==> src/rtl/bip_control_unit_if.sv <==
// bip_control_unit_if: host/program-memory/datapath bus of the BIP control unit.
interface bip_control_unit_if #(
  parameter int AB  = 11,
  parameter int OPW = 5,
  parameter int CW  = 16
);
  logic              start;
  logic [OPW+AB-1:0] instr;
  logic [AB-1:0]     pc_addr;
  logic [AB-1:0]     next_addr;
  logic              WrPC;
  logic [AB-1:0]     operand;
  logic [1:0]        SelA;
  logic              SelB;
  logic              Op;
  logic              WrACC;
  logic              WrRAM;
  logic              RdRAM;
  logic              busy;
  logic              halted;
  logic [CW-1:0]     cycle_count;
  modport master (
    input  start, instr, pc_addr,
    output next_addr, WrPC, operand, SelA, SelB, Op, WrACC, WrRAM, RdRAM, busy, halted, cycle_count
  );
  modport slave (
    output start, instr, pc_addr,
    input  next_addr, WrPC, operand, SelA, SelB, Op, WrACC, WrRAM, RdRAM, busy, halted, cycle_count
  );
endinterface

==> src/rtl/bip_control_unit.sv <==
// bip_control_unit: two-cycle fetch/execute sequencer and decoder of the BIP core.
module bip_control_unit #(
  parameter int AB  = 11,
  parameter int OPW = 5,
  parameter int CW  = 16
) (
  input logic clk,
  input logic rst_n,
  bip_control_unit_if.master bus
);
  typedef enum logic [1:0] {IDLE, FETCH, EXEC, HALT} state_t;
  state_t            state;
  logic [OPW+AB-1:0] ir;
  logic [OPW-1:0]    op_in, ir_op;
  logic              alu;
  assign op_in = bus.instr[OPW+AB-1:AB];
  assign ir_op = ir[OPW+AB-1:AB];
  assign alu   = (op_in >> 2) == OPW'(1);
  assign bus.next_addr = bus.pc_addr + AB'(1);
  // Strobes are loaded from the decoded instruction at the edge entering EXEC,
  // so instr never reaches an output combinationally.
  always_ff @(posedge clk or negedge rst_n) begin
    if (!rst_n) begin
      state           <= IDLE;
      ir              <= '0;
      bus.cycle_count <= '0;
      bus.operand     <= '0;
      bus.WrPC        <= 1'b0;
      bus.WrACC       <= 1'b0;
      bus.WrRAM       <= 1'b0;
      bus.RdRAM       <= 1'b0;
      bus.SelA        <= 2'b00;
      bus.SelB        <= 1'b0;
      bus.Op          <= 1'b0;
      bus.busy        <= 1'b0;
      bus.halted      <= 1'b0;
    end else begin
      if ((state == FETCH || state == EXEC) && bus.cycle_count != '1)
        bus.cycle_count <= bus.cycle_count + CW'(1);
      case (state)
        IDLE: if (bus.start) begin
          state    <= FETCH;
          bus.busy <= 1'b1;
        end
        FETCH: begin
          state       <= EXEC;
          ir          <= bus.instr;
          bus.operand <= bus.instr[AB-1:0];
          bus.WrPC    <= op_in != '0;
          bus.WrRAM   <= op_in == OPW'(1);
          bus.RdRAM   <= op_in == OPW'(2) || op_in == OPW'(4) || op_in == OPW'(6);
          bus.WrACC   <= op_in == OPW'(2) || op_in == OPW'(3) || alu;
          bus.SelA    <= op_in == OPW'(3) ? 2'b01 : alu ? 2'b10 : 2'b00;
          bus.SelB    <= op_in == OPW'(5) || op_in == OPW'(7);
          bus.Op      <= op_in == OPW'(6) || op_in == OPW'(7);
        end
        EXEC: begin
          state       <= ir_op == '0 ? HALT : FETCH;
          bus.busy    <= ir_op != '0;
          bus.halted  <= ir_op == '0;
          bus.operand <= '0;
          bus.WrPC    <= 1'b0;
          bus.WrACC   <= 1'b0;
          bus.WrRAM   <= 1'b0;
          bus.RdRAM   <= 1'b0;
          bus.SelA    <= 2'b00;
          bus.SelB    <= 1'b0;
          bus.Op      <= 1'b0;
        end
        default: state <= HALT;
      endcase
    end
  end
endmodule
==> src/flat_wrapper.sv <==
// flat-port wrapper written by rule: the top's interface ports become plain ports
module bip_control_unit_flat 
#(
  parameter int AB  = 11,
  parameter int OPW = 5,
  parameter int CW  = 16
)
  (clk, rst_n, bus_start, bus_instr, bus_pc_addr, bus_next_addr, bus_WrPC, bus_operand, bus_SelA, bus_SelB, bus_Op, bus_WrACC, bus_WrRAM, bus_RdRAM, bus_busy, bus_halted, bus_cycle_count);
  bip_control_unit_if #(.AB(AB), .OPW(OPW), .CW(CW)) bus_i ();
  input logic clk;
  input logic rst_n;
  input wire logic [$bits(bus_i.start)-1:0] bus_start;
  input wire logic [$bits(bus_i.instr)-1:0] bus_instr;
  input wire logic [$bits(bus_i.pc_addr)-1:0] bus_pc_addr;
  output wire logic [$bits(bus_i.next_addr)-1:0] bus_next_addr;
  output wire logic [$bits(bus_i.WrPC)-1:0] bus_WrPC;
  output wire logic [$bits(bus_i.operand)-1:0] bus_operand;
  output wire logic [$bits(bus_i.SelA)-1:0] bus_SelA;
  output wire logic [$bits(bus_i.SelB)-1:0] bus_SelB;
  output wire logic [$bits(bus_i.Op)-1:0] bus_Op;
  output wire logic [$bits(bus_i.WrACC)-1:0] bus_WrACC;
  output wire logic [$bits(bus_i.WrRAM)-1:0] bus_WrRAM;
  output wire logic [$bits(bus_i.RdRAM)-1:0] bus_RdRAM;
  output wire logic [$bits(bus_i.busy)-1:0] bus_busy;
  output wire logic [$bits(bus_i.halted)-1:0] bus_halted;
  output wire logic [$bits(bus_i.cycle_count)-1:0] bus_cycle_count;
  assign bus_i.start = bus_start;
  assign bus_i.instr = bus_instr;
  assign bus_i.pc_addr = bus_pc_addr;
  assign bus_next_addr = bus_i.next_addr;
  assign bus_WrPC = bus_i.WrPC;
  assign bus_operand = bus_i.operand;
  assign bus_SelA = bus_i.SelA;
  assign bus_SelB = bus_i.SelB;
  assign bus_Op = bus_i.Op;
  assign bus_WrACC = bus_i.WrACC;
  assign bus_WrRAM = bus_i.WrRAM;
  assign bus_RdRAM = bus_i.RdRAM;
  assign bus_busy = bus_i.busy;
  assign bus_halted = bus_i.halted;
  assign bus_cycle_count = bus_i.cycle_count;
  bip_control_unit #(.AB(AB), .OPW(OPW), .CW(CW)) u_core (.clk(clk), .rst_n(rst_n), .bus(bus_i));
endmodule
==> config.mk <==
export PLATFORM = sky130hd
export DESIGN_NAME = bip_control_unit_flat
export DESIGN_NICKNAME = d
export VERILOG_FILES = /design/src/rtl/bip_control_unit_if.sv /design/src/rtl/bip_control_unit.sv /design/src/flat_wrapper.sv
export SDC_FILE = /design/constraint.sdc
export NUM_CORES = 1
export LEC_CHECK = 0
export CAP_MARGIN = 0
export CORE_MARGIN = 2
export CORE_UTILIZATION = 45
export CTS_CLUSTER_SIZE = 14
export DETAILED_ROUTE_END_ITERATION = 10
export PLACE_DENSITY_LB_ADDON = 0.1
export RECOVER_POWER = 25
export SLEW_MARGIN = 20
export SYNTH_ARGS = -nofsm -noshare
export SYNTH_HDL_FRONTEND = slang
export SYNTH_SLANG_ARGS = --single-unit
==> constraint.sdc <==
create_clock -name clk -period 2.65 [get_ports clk]
set_input_delay 0.6625 -clock clk [delete_from_list [all_inputs] [get_ports clk]]
set_output_delay 0.6625 -clock clk [all_outputs]
set_load 0.03 [all_outputs]
# --- Yosys cells after proc, flatten, opt, wreduce, memory -nomap -nowiden ---
# Index checks and enable logic that the tools add are counted.
op_classes:
  multipliers: 0
  shifts: 0
  addsub: 2
  order_cmp: 0
  bitwise_logic: 0
  muxes: 15
  reduce_logical: 15
  div_mod_pow: 0
  n_eq_ne: 12
ops:
  columns: ["operator", "n"]
  rows:
  - ["11-bit one-hot mux with 2 select lines", 1]
  - ["5-bit by 3-bit == test with 1-bit output (second input constant)", 4]
  - ["16-bit by 1-bit adder with 16-bit output (second input constant)", 1]
  - ["16-bit != test (second input constant)", 1]
  - ["1-bit one-hot mux with 2 select lines", 7]
  - ["11-bit by 1-bit adder with 11-bit output (second input constant)", 1]
  - ["5-bit by 2-bit == test with 1-bit output (second input constant)", 2]
  - ["5-bit nonzero test", 2]
  - ["2-bit two-way mux", 4]
  - ["1-bit logical OR", 7]
  - ["2-bit one-hot mux with 3 select lines", 1]
  - ["5-bit by 1-bit == test with 1-bit output (second input constant)", 1]
  - ["5-bit zero test", 1]
  - ["2-bit one-hot mux with 2 select lines", 1]
  - ["2-bit nonzero test", 2]
  - ["3-bit by 1-bit == test with 1-bit output (second input constant)", 1]
  - ["2-bit by 1-bit == test with 1-bit output (second input constant)", 1]
  - ["2-bit == test (second input constant)", 1]
  - ["2-bit zero test", 1]
  - ["2-bit != test (second input constant)", 1]
  - ["2-bit AND reduction", 1]
  - ["1-bit logical AND", 1]
  - ["1-bit two-way mux", 1]
totals:
  latch_bits: 0
  n_memories: 0
  word_cells: 57
  romBits: 0
  inputBits: 30
  ff_bits: 55
  output_inout_bits: 48
  ramBits: 0

# --- Longest topological paths before layout ---
# Gate-level depths: netlist of the first run.
logic_depth:
  depth_word: 4
  mapped_depth: 6
  ltp_nobuf: 6

# --- Worst setup path before layout of the first run ---
# OpenSTA, ideal clock, no wires.
synth_path:
  path_type: "input to output"
  from: "input port bus_pc_addr[3]"
  to: "output port bus_next_addr[10]"
  t_required_ns: 1.987
  stages: 4
  t_arrival_ns: 1.718
  slack_ns: 0.270
  path_buffers: 0
  cell_sequence: "and3_1 nand3_1 nor3_1 xor2_1"
synth_via:
  elab_chain_len: 1
synth_rtl:
  columns: ["element", "line_no", "rtl"]
  rows:
  - ["start: declaration", "flat_wrapper.sv:14", "input wire logic [$bits(bus_i.pc_addr)-1:0] bus_pc_addr;"]
  - ["11-bit by 1-bit adder with 11-bit output", "bip_control_unit.sv:19", "assign bus.next_addr = bus.pc_addr + AB'(1);"]
  - ["end: declaration", "flat_wrapper.sv:15", "output wire logic [$bits(bus_i.next_addr)-1:0] bus_next_addr;"]
# Every way passes these cells.

# --- Final worst setup path of the first run ---
layout_path:
  from: "input port bus_pc_addr[0]"
  to: "output port bus_next_addr[0]"
# Same word-level chain as after synthesis.

==> flow_metrics.tcl, run 1 <==
set metrics [dict create \
    grt_use_met1_pct 25.1 \
    p_per_area_nw_per_um2 407 \
    hold_buffers 0 \
    cts.clk_slew.worst_paths_ns 0.08 \
    cts_buffers 5 \
    final_cell_mix "clkdlybuf4s50_1 (62), dfrtp_1 (44), inv_1 (19)" \
    antenna_found_initial 0 \
    drc 0 \
    finalHoldWorstSlack_ns 0.496 \
    synth_fp_nets 240 \
    ys_async_sr_fraction_pct 100 \
    area_growth_pct 46.7 \
    drive_gt1_share_pct 18.1 \
    via_per_inst 5.01 \
    synth_top_area_share_pct 50.0 \
    cts_tree "built" \
    clock_path_buffers 2 \
    synth_cell_types 37 \
    crit_path_start_kind "input pin" \
    sequentialPowerShare_pct 51.2 \
    clkPwrFrac_pct 37.8 \
    grt_usage_pct 19.1 \
    seq_area_frac_synth_pct 50.0 \
    ys.flop_type "dfrtp_1" \
    slew_viol_final 0 \
    ff2ff_path_depth 6 \
    synth_edf_count 0 \
    end_kind "primary output" \
    drt_iter0_markers 55 \
    multi_input_area_um2 1050 \
    fin_crit_ns 2.66 \
    crit_chain "clkdlybuf4s50_1, buf_4, inv_1, clkdlybuf4s50_1" \
    p_int_uw 1020 \
    cts-root-buf "clkbuf_8" \
    fin_util_pct 68.4 \
    dp_hpwl_um 3590 \
    rows 25 \
    p_sw_uw 293 \
    grt_start_max_net_pins 45 \
    use_met3_pct 4.74 \
    syn_area_per_cell_um2 10.8 \
    setup_viol 1 \
    fp.dieArea_um2 5470 \
    slowest_stage "clkdlybuf4s50_1" \
    r2r_slack_ns 0.69 \
    r2r_end "u_core.bus.SelA[0]" \
    min_to "u_core.bus.Op" \
    die_y_um 73.9 \
    crit_type "in2out" \
    leakagePower_uw 0.00151 \
    hold_path_class "reg2reg" \
    clk_latency_ns 0.29 \
    ys.warnings.count 0 \
    syn-instance-count 204 \
    num_vias 1804 \
    vdd_drop_max_v 0.000238 \
    gr-max-usage-layer "met2" \
    hold_viol_final 0 \
    register_area_um2 1100 \
    clock-sinks 44 \
    coreArea_um2 4720 \
    postCtsSetupRepairBufs 0 \
    layout_commonest_cell "clkdlybuf4s50_1" \
    htree_levels 2 \
    whs_path_depth 1 \
    skew_ns 0.00494 \
    violations "negative setup slack" \
    clock.fmax_mhz 376 \
    outcome "finished, violations left" \
    routabilityCongestion 0.756 \
    synth_area_leader_cell "dfrtp_1" \
    dr.pass1.iters 4 \
    routedWlPerCell_um 13.9 \
    grtUsageMet2_pct 32.0 \
    finalPower_uw 1320 \
    setup_slack_ns -0.00779 \
    crit_fanout 4 \
    r2r_start "u_core.state[0]" \
    hp-start "u_core.bus.Op" \
    p_sw_share_pct 22.3 \
    cpMostUsedCell "clkdlybuf4s50_1" \
    pre_cts_ws_ns -0.0840 \
    relSlewSlack_pct 30.0 \
    n_antenna_cell 0 \
    grt_pass1_vias 1734 \
    ys_ff_latch 44 \
    fill_cells 377 \
    port_buffers 77 \
    finalCritPeriodShare_pct 100 \
    start_util_pct 46.6 \
    drv_cap 0 \
    power_frac_comb_pct 11.1 \
    grt_pass1_wl_um 8050 \
    cpPeakStageDelay_ns 0.66 \
    final_nets 328 \
    routed_wl_um 5020 \
    critPathRequiredTime_ns 1.99 \
    yosys-top-cells-area "dfrtp_1 (50%), xor2_1 (4.8%), mux2_2 (4.1%)" \
    crit_arrival_ns 2.00 \
    ant_nets 0 \
    die_width_um 73.9 \
    worst_pin_slew_ns 1.05 \
    grt_overflow_total 0 \
    syn_area_um2 2200 \
    pin_count 78 \
]
state kept, by name (all words and copies together) (netlist names):
name and cells:
u_core.state 2, u_core.bus.operand 11, u_core.bus.WrRAM 1, u_core.bus.WrACC 1
u_core.bus.halted 1, u_core.bus.Op 1, u_core.bus.busy 1, u_core.bus.WrPC 1
u_core.bus.cycle_count 16, u_core.bus.SelA 2, u_core.ir 5, u_core.bus.SelB 1
u_core.bus.RdRAM 1
worst max-delay path: cells and delay by family:
kind | cells | cell delay, ns
buffers and inverters | 4 | 1.34
stage by stage:
step | cells | setup TNS [ns] | cell area, um2
floorplan | 204 | 0 | 2200
global placement | 352 | -0.0992 | 3070
detailed placement | 352 | -0.140 | 3070
CTS | 360 | 0 | 3200
global route | 360 | -0.107 | 3230
finish | 360 | -0.00779 | 3230
cells by family (layout without fill, tap and decap cells):
| group | count (synthesis) | after routing | share of synthesized area [%] |
|---|---|---|---|
| adder cells (fa/ha/maj) | 6 | 6 | 3.41 |
| buffers and inverters | 25 | 114 | 4.32 |
| XOR/XNOR | 21 | 21 | 8.36 |
| AND/OR/NAND/NOR | 71 | 71 | 20.8 |
| AO/OA/AOI/OAI | 26 | 26 | 7.56 |
| multiplexers | 11 | 11 | 5.51 |
| flip-flops | 44 | 44 | 50.0 |
worst max-delay path by stage:
| stage | slack, ns | cells after the start | to | from |
|---|---|---|---|---|
| 4_1_cts | 0.01 | 6 | bus_next_addr[7] | bus_pc_addr[3] |
| 5_1_grt | -0.04 | 6 | bus_next_addr[10] | bus_pc_addr[0] |
| 3_5_place_dp | -0.08 | 6 | bus_next_addr[10] | bus_pc_addr[3] |
| 6_report | -0.008 | 4 | bus_next_addr[0] | bus_pc_addr[0] |
| 2_1_floorplan | 0.27 | 4 | bus_next_addr[10] | bus_pc_addr[3] |
| 3_3_place_gp | -0.06 | 6 | bus_next_addr[10] | bus_pc_addr[3] |
power by group through the flow:
stage | Sequential [uW] | Clock, uW | Combinational, uW
floorplan | 690 | 0 | 41.8
global placement | 686 | 0 | 142
detailed placement | 687 | 0 | 143
CTS | 673 | 516 | 145
global route | 673 | 537 | 156
finish | 673 | 497 | 146
layer usage:
metal  up-vias  wire, um
li1        881         -
met2        45      2540
met4         0        36
met3         4       256
met1       874      2190
met5         -         0
what timing repair did:
action                                  4_1_cts  5_1_grt
pin swaps                                     2        6
hold endpoints to repair                      0        0
endpoints found under the setup margin        2        5
resized for setup                             4        9
Yosys cell counts (all sizes together) (5+ instances only):
cell type / count
nand3b: 11
ha: 6
mux2: 9
xnor2: 9
inv: 20
nand4: 5
o21ai: 14
and3: 5
xor2: 12
nand2: 9
nor2: 11
nand3: 12
dfrtp: 44
nor3: 7
final cells by class:
type | instances | area share (%)
flip-flops and latches | 44 | 34.1
multi-input cells | 135 | 32.4
repair buffers | 86 | 25.3
well taps | 67 | 2.60
inverters | 20 | 2.32
clock buffers | 6 | 2.25
clock inverters | 2 | 1.08
No activity file was read; power rests on OpenSTA's default activity.
==> inputs of run 2 (changes only) <==
CORE_UTILIZATION = 48   (was 45)
TNS_END_PERCENT = 20   (was default)
==> flow_metrics.tcl, run 2 (synthesis results as in run 1) <==
set metrics [dict create \
    outcome "finished, final reports clean" \
    end_kind "primary output" \
    cts_buffers 5 \
    p_int_uw 955 \
    postCtsSetupRepairBufs 0 \
    r2r_end "u_core.bus.SelA[0]" \
    coreArea_um2 4380 \
    clock.fmax_mhz 386 \
    skew_ns 0.00382 \
    vdd_drop_max_v 0.000314 \
    whs_path_depth 1 \
    dp_hpwl_um 3480 \
    critPathRequiredTime_ns 1.99 \
    power_frac_comb_pct 11.6 \
    regMostFlops "u_core.bus.cycle_count" \
    min_to "u_core.bus.SelB" \
    via_per_inst 5.20 \
    ff2ff_path_depth 7 \
    finalCritPeriodShare_pct 97.7 \
    grt_pass1_vias 1699 \
    drt_iter0_markers 91 \
    hold_viol_final 0 \
    hp-start "u_core.bus.SelB" \
    crit_type "in2out" \
    top_regs "u_core.bus.cycle_count (16), u_core.bus.operand (11), u_core.ir (5)" \
    setup_slack_ns 0.0603 \
    drc 0 \
    worst_pin_slew_ns 1.05 \
    final_nets 330 \
    drive_gt1_share_pct 18.0 \
    fin_crit_ns 2.59 \
    antenna_found_initial 0 \
    clock_path_buffers 2 \
    largest_reg_flops 16 \
    routed_wl_um 4720 \
    clock-sinks 44 \
    grt_usage_pct 18.5 \
    cts_tree "built" \
    die_y_um 71.7 \
    finalHoldWorstSlack_ns 0.501 \
    grt_pass1_wl_um 7600 \
    crit_path_start_kind "input pin" \
    drv_cap 0 \
    sequentialPowerShare_pct 53.8 \
    grt_start_max_net_pins 45 \
    p_per_area_nw_per_um2 390 \
    rsz0062_at_grt "yes" \
    port_buffers 77 \
    num_vias 1804 \
    n_antenna_cell 0 \
    relSlewSlack_pct 30.0 \
    final_cell_mix "clkdlybuf4s50_1 (62), dfrtp_1 (44), buf_4 (20)" \
    hold_buffers 0 \
    path_buf_inv 2 \
    start_util_pct 50.2 \
    ant_nets 0 \
    slew_viol_final 0 \
    critPathTopFamily "buffers and inverters" \
    cpPeakStageDelay_ns 0.49 \
    routabilityCongestion 0.759 \
    cts.clk_slew.worst_paths_ns 0.08 \
    slowest_stage "clkdlybuf4s50_1" \
    fp.dieArea_um2 5140 \
    clk_latency_ns 0.29 \
    r2r_slack_ns 0.75 \
    crit_chain "clkdlybuf4s50_1, ha_1, nand2_1, nor3_2, xor2_1, buf_4" \
    clkPwrFrac_pct 34.6 \
    htree_levels 2 \
    area_growth_pct 45.7 \
    hold_path_class "reg2reg" \
    crit_fanout 2 \
    grt_overflow_total 0 \
    p_sw_share_pct 23.7 \
    p_sw_uw 297 \
    dr.pass1.iters 4 \
    rows 24 \
    r2r_start "u_core.state[1]" \
    die_width_um 71.7 \
    setup_viol 0 \
    crit_arrival_ns 1.93 \
    cts-root-buf "clkbuf_8" \
    routedWlPerCell_um 13.6 \
    leakagePower_uw 0.00151 \
    pin_count 78 \
    fill_cells 328 \
    layout_commonest_cell "clkdlybuf4s50_1" \
    pre_cts_ws_ns -0.0685 \
]
==> run 2: changes by cell type in the layout (fill, tap and decap cells not counted) <==
| cell | change |
|---|---|
| clkinvlp_4 | +1 |
| clkbuf_8 | +1 |
| bufinv_16 | -1 |
| clkinv_2 | -1 |
| nand2_2 | -1 |
| ha_2 | -1 |
| buf_4 | +2 |
| nand2_1 | +1 |
| ha_1 | +1 |
==> run 2: metrics by stage <==
| step | cell area [um2] | power, uW | instances | utilization [%] | setup TNS, ns |
|---|---|---|---|---|---|
| 2_1_floorplan | 2200 | 732 | 204 | - | 0 |
| 3_3_place_gp | 3070 | 830 | 339 | 70.0 | -0.0705 |
| 3_5_place_dp | 3070 | 830 | 339 | 70.0 | -0.135 |
| 4_1_cts | 3180 | 1270 | 347 | 72.5 | 0 |
| 5_1_grt | 3210 | 1290 | 347 | 73.1 | -0.0292 |
| 6_report | 3210 | 1250 | 347 | 73.1 | 0 |
==> run 2: worst register-to-register path: stages, from the launching register on <==
cell     delay (ns)
dfrtp_1        0.41
inv_1          0.08
ha_1           0.32
buf_4          0.27
inv_2          0.15
nor4_4         0.26
nand2_1        0.09
o32ai_1        0.22
==> run 2: layout make-up <==
| class | instances | area, um2 | share of cell area, % |
|---|---|---|---|
| well taps | 52 | 65.1 | 2.03 |
| flip-flops and latches | 44 | 1100 | 34.3 |
| multi-input cells | 135 | 1040 | 32.5 |
| clock buffers | 7 | 86.3 | 2.69 |
| inverters | 20 | 75.1 | 2.34 |
| clock inverters | 1 | 7.51 | 0.234 |
| repair buffers | 88 | 831 | 25.9 |
==> run 2: per-layer routing <==
layer  global-route usage [%]  share of wire, %
met1                     24.7                46
met2                     30.0                47
met3                     4.36               5.7
met4                     6.08               1.1
met5                        0                 0
==> run 2: power by group through the flow <==
stage	clock, uW	sequential (uW)	combinational [uW]
6_report	434	673	145
5_1_grt	466	673	155
4_1_cts	448	673	146
3_5_place_dp	0	687	144
3_3_place_gp	0	687	143
2_1_floorplan	0	690	41.8
==> run 2: how the worst max path moves through the flow <==
stage | from | to | slack, ns | cells after the start
finish | bus_pc_addr[1] | bus_next_addr[10] | 0.06 | 6
floorplan | bus_pc_addr[3] | bus_next_addr[10] | 0.27 | 4
detailed placement | bus_pc_addr[3] | bus_next_addr[9] | -0.07 | 6
global route | bus_pc_addr[1] | bus_next_addr[10] | -0.03 | 6
CTS | bus_pc_addr[3] | bus_next_addr[9] | 0.0007 | 6
global placement | bus_pc_addr[3] | bus_next_addr[9] | -0.04 | 6
==> run 2: timing repair <==
| item | CTS | global route |
|---|---|---|
| pin swaps | 2 | 3 |
| endpoints found under the setup margin | 3 | 6 |
| gates resized for setup | 3 | 8 |
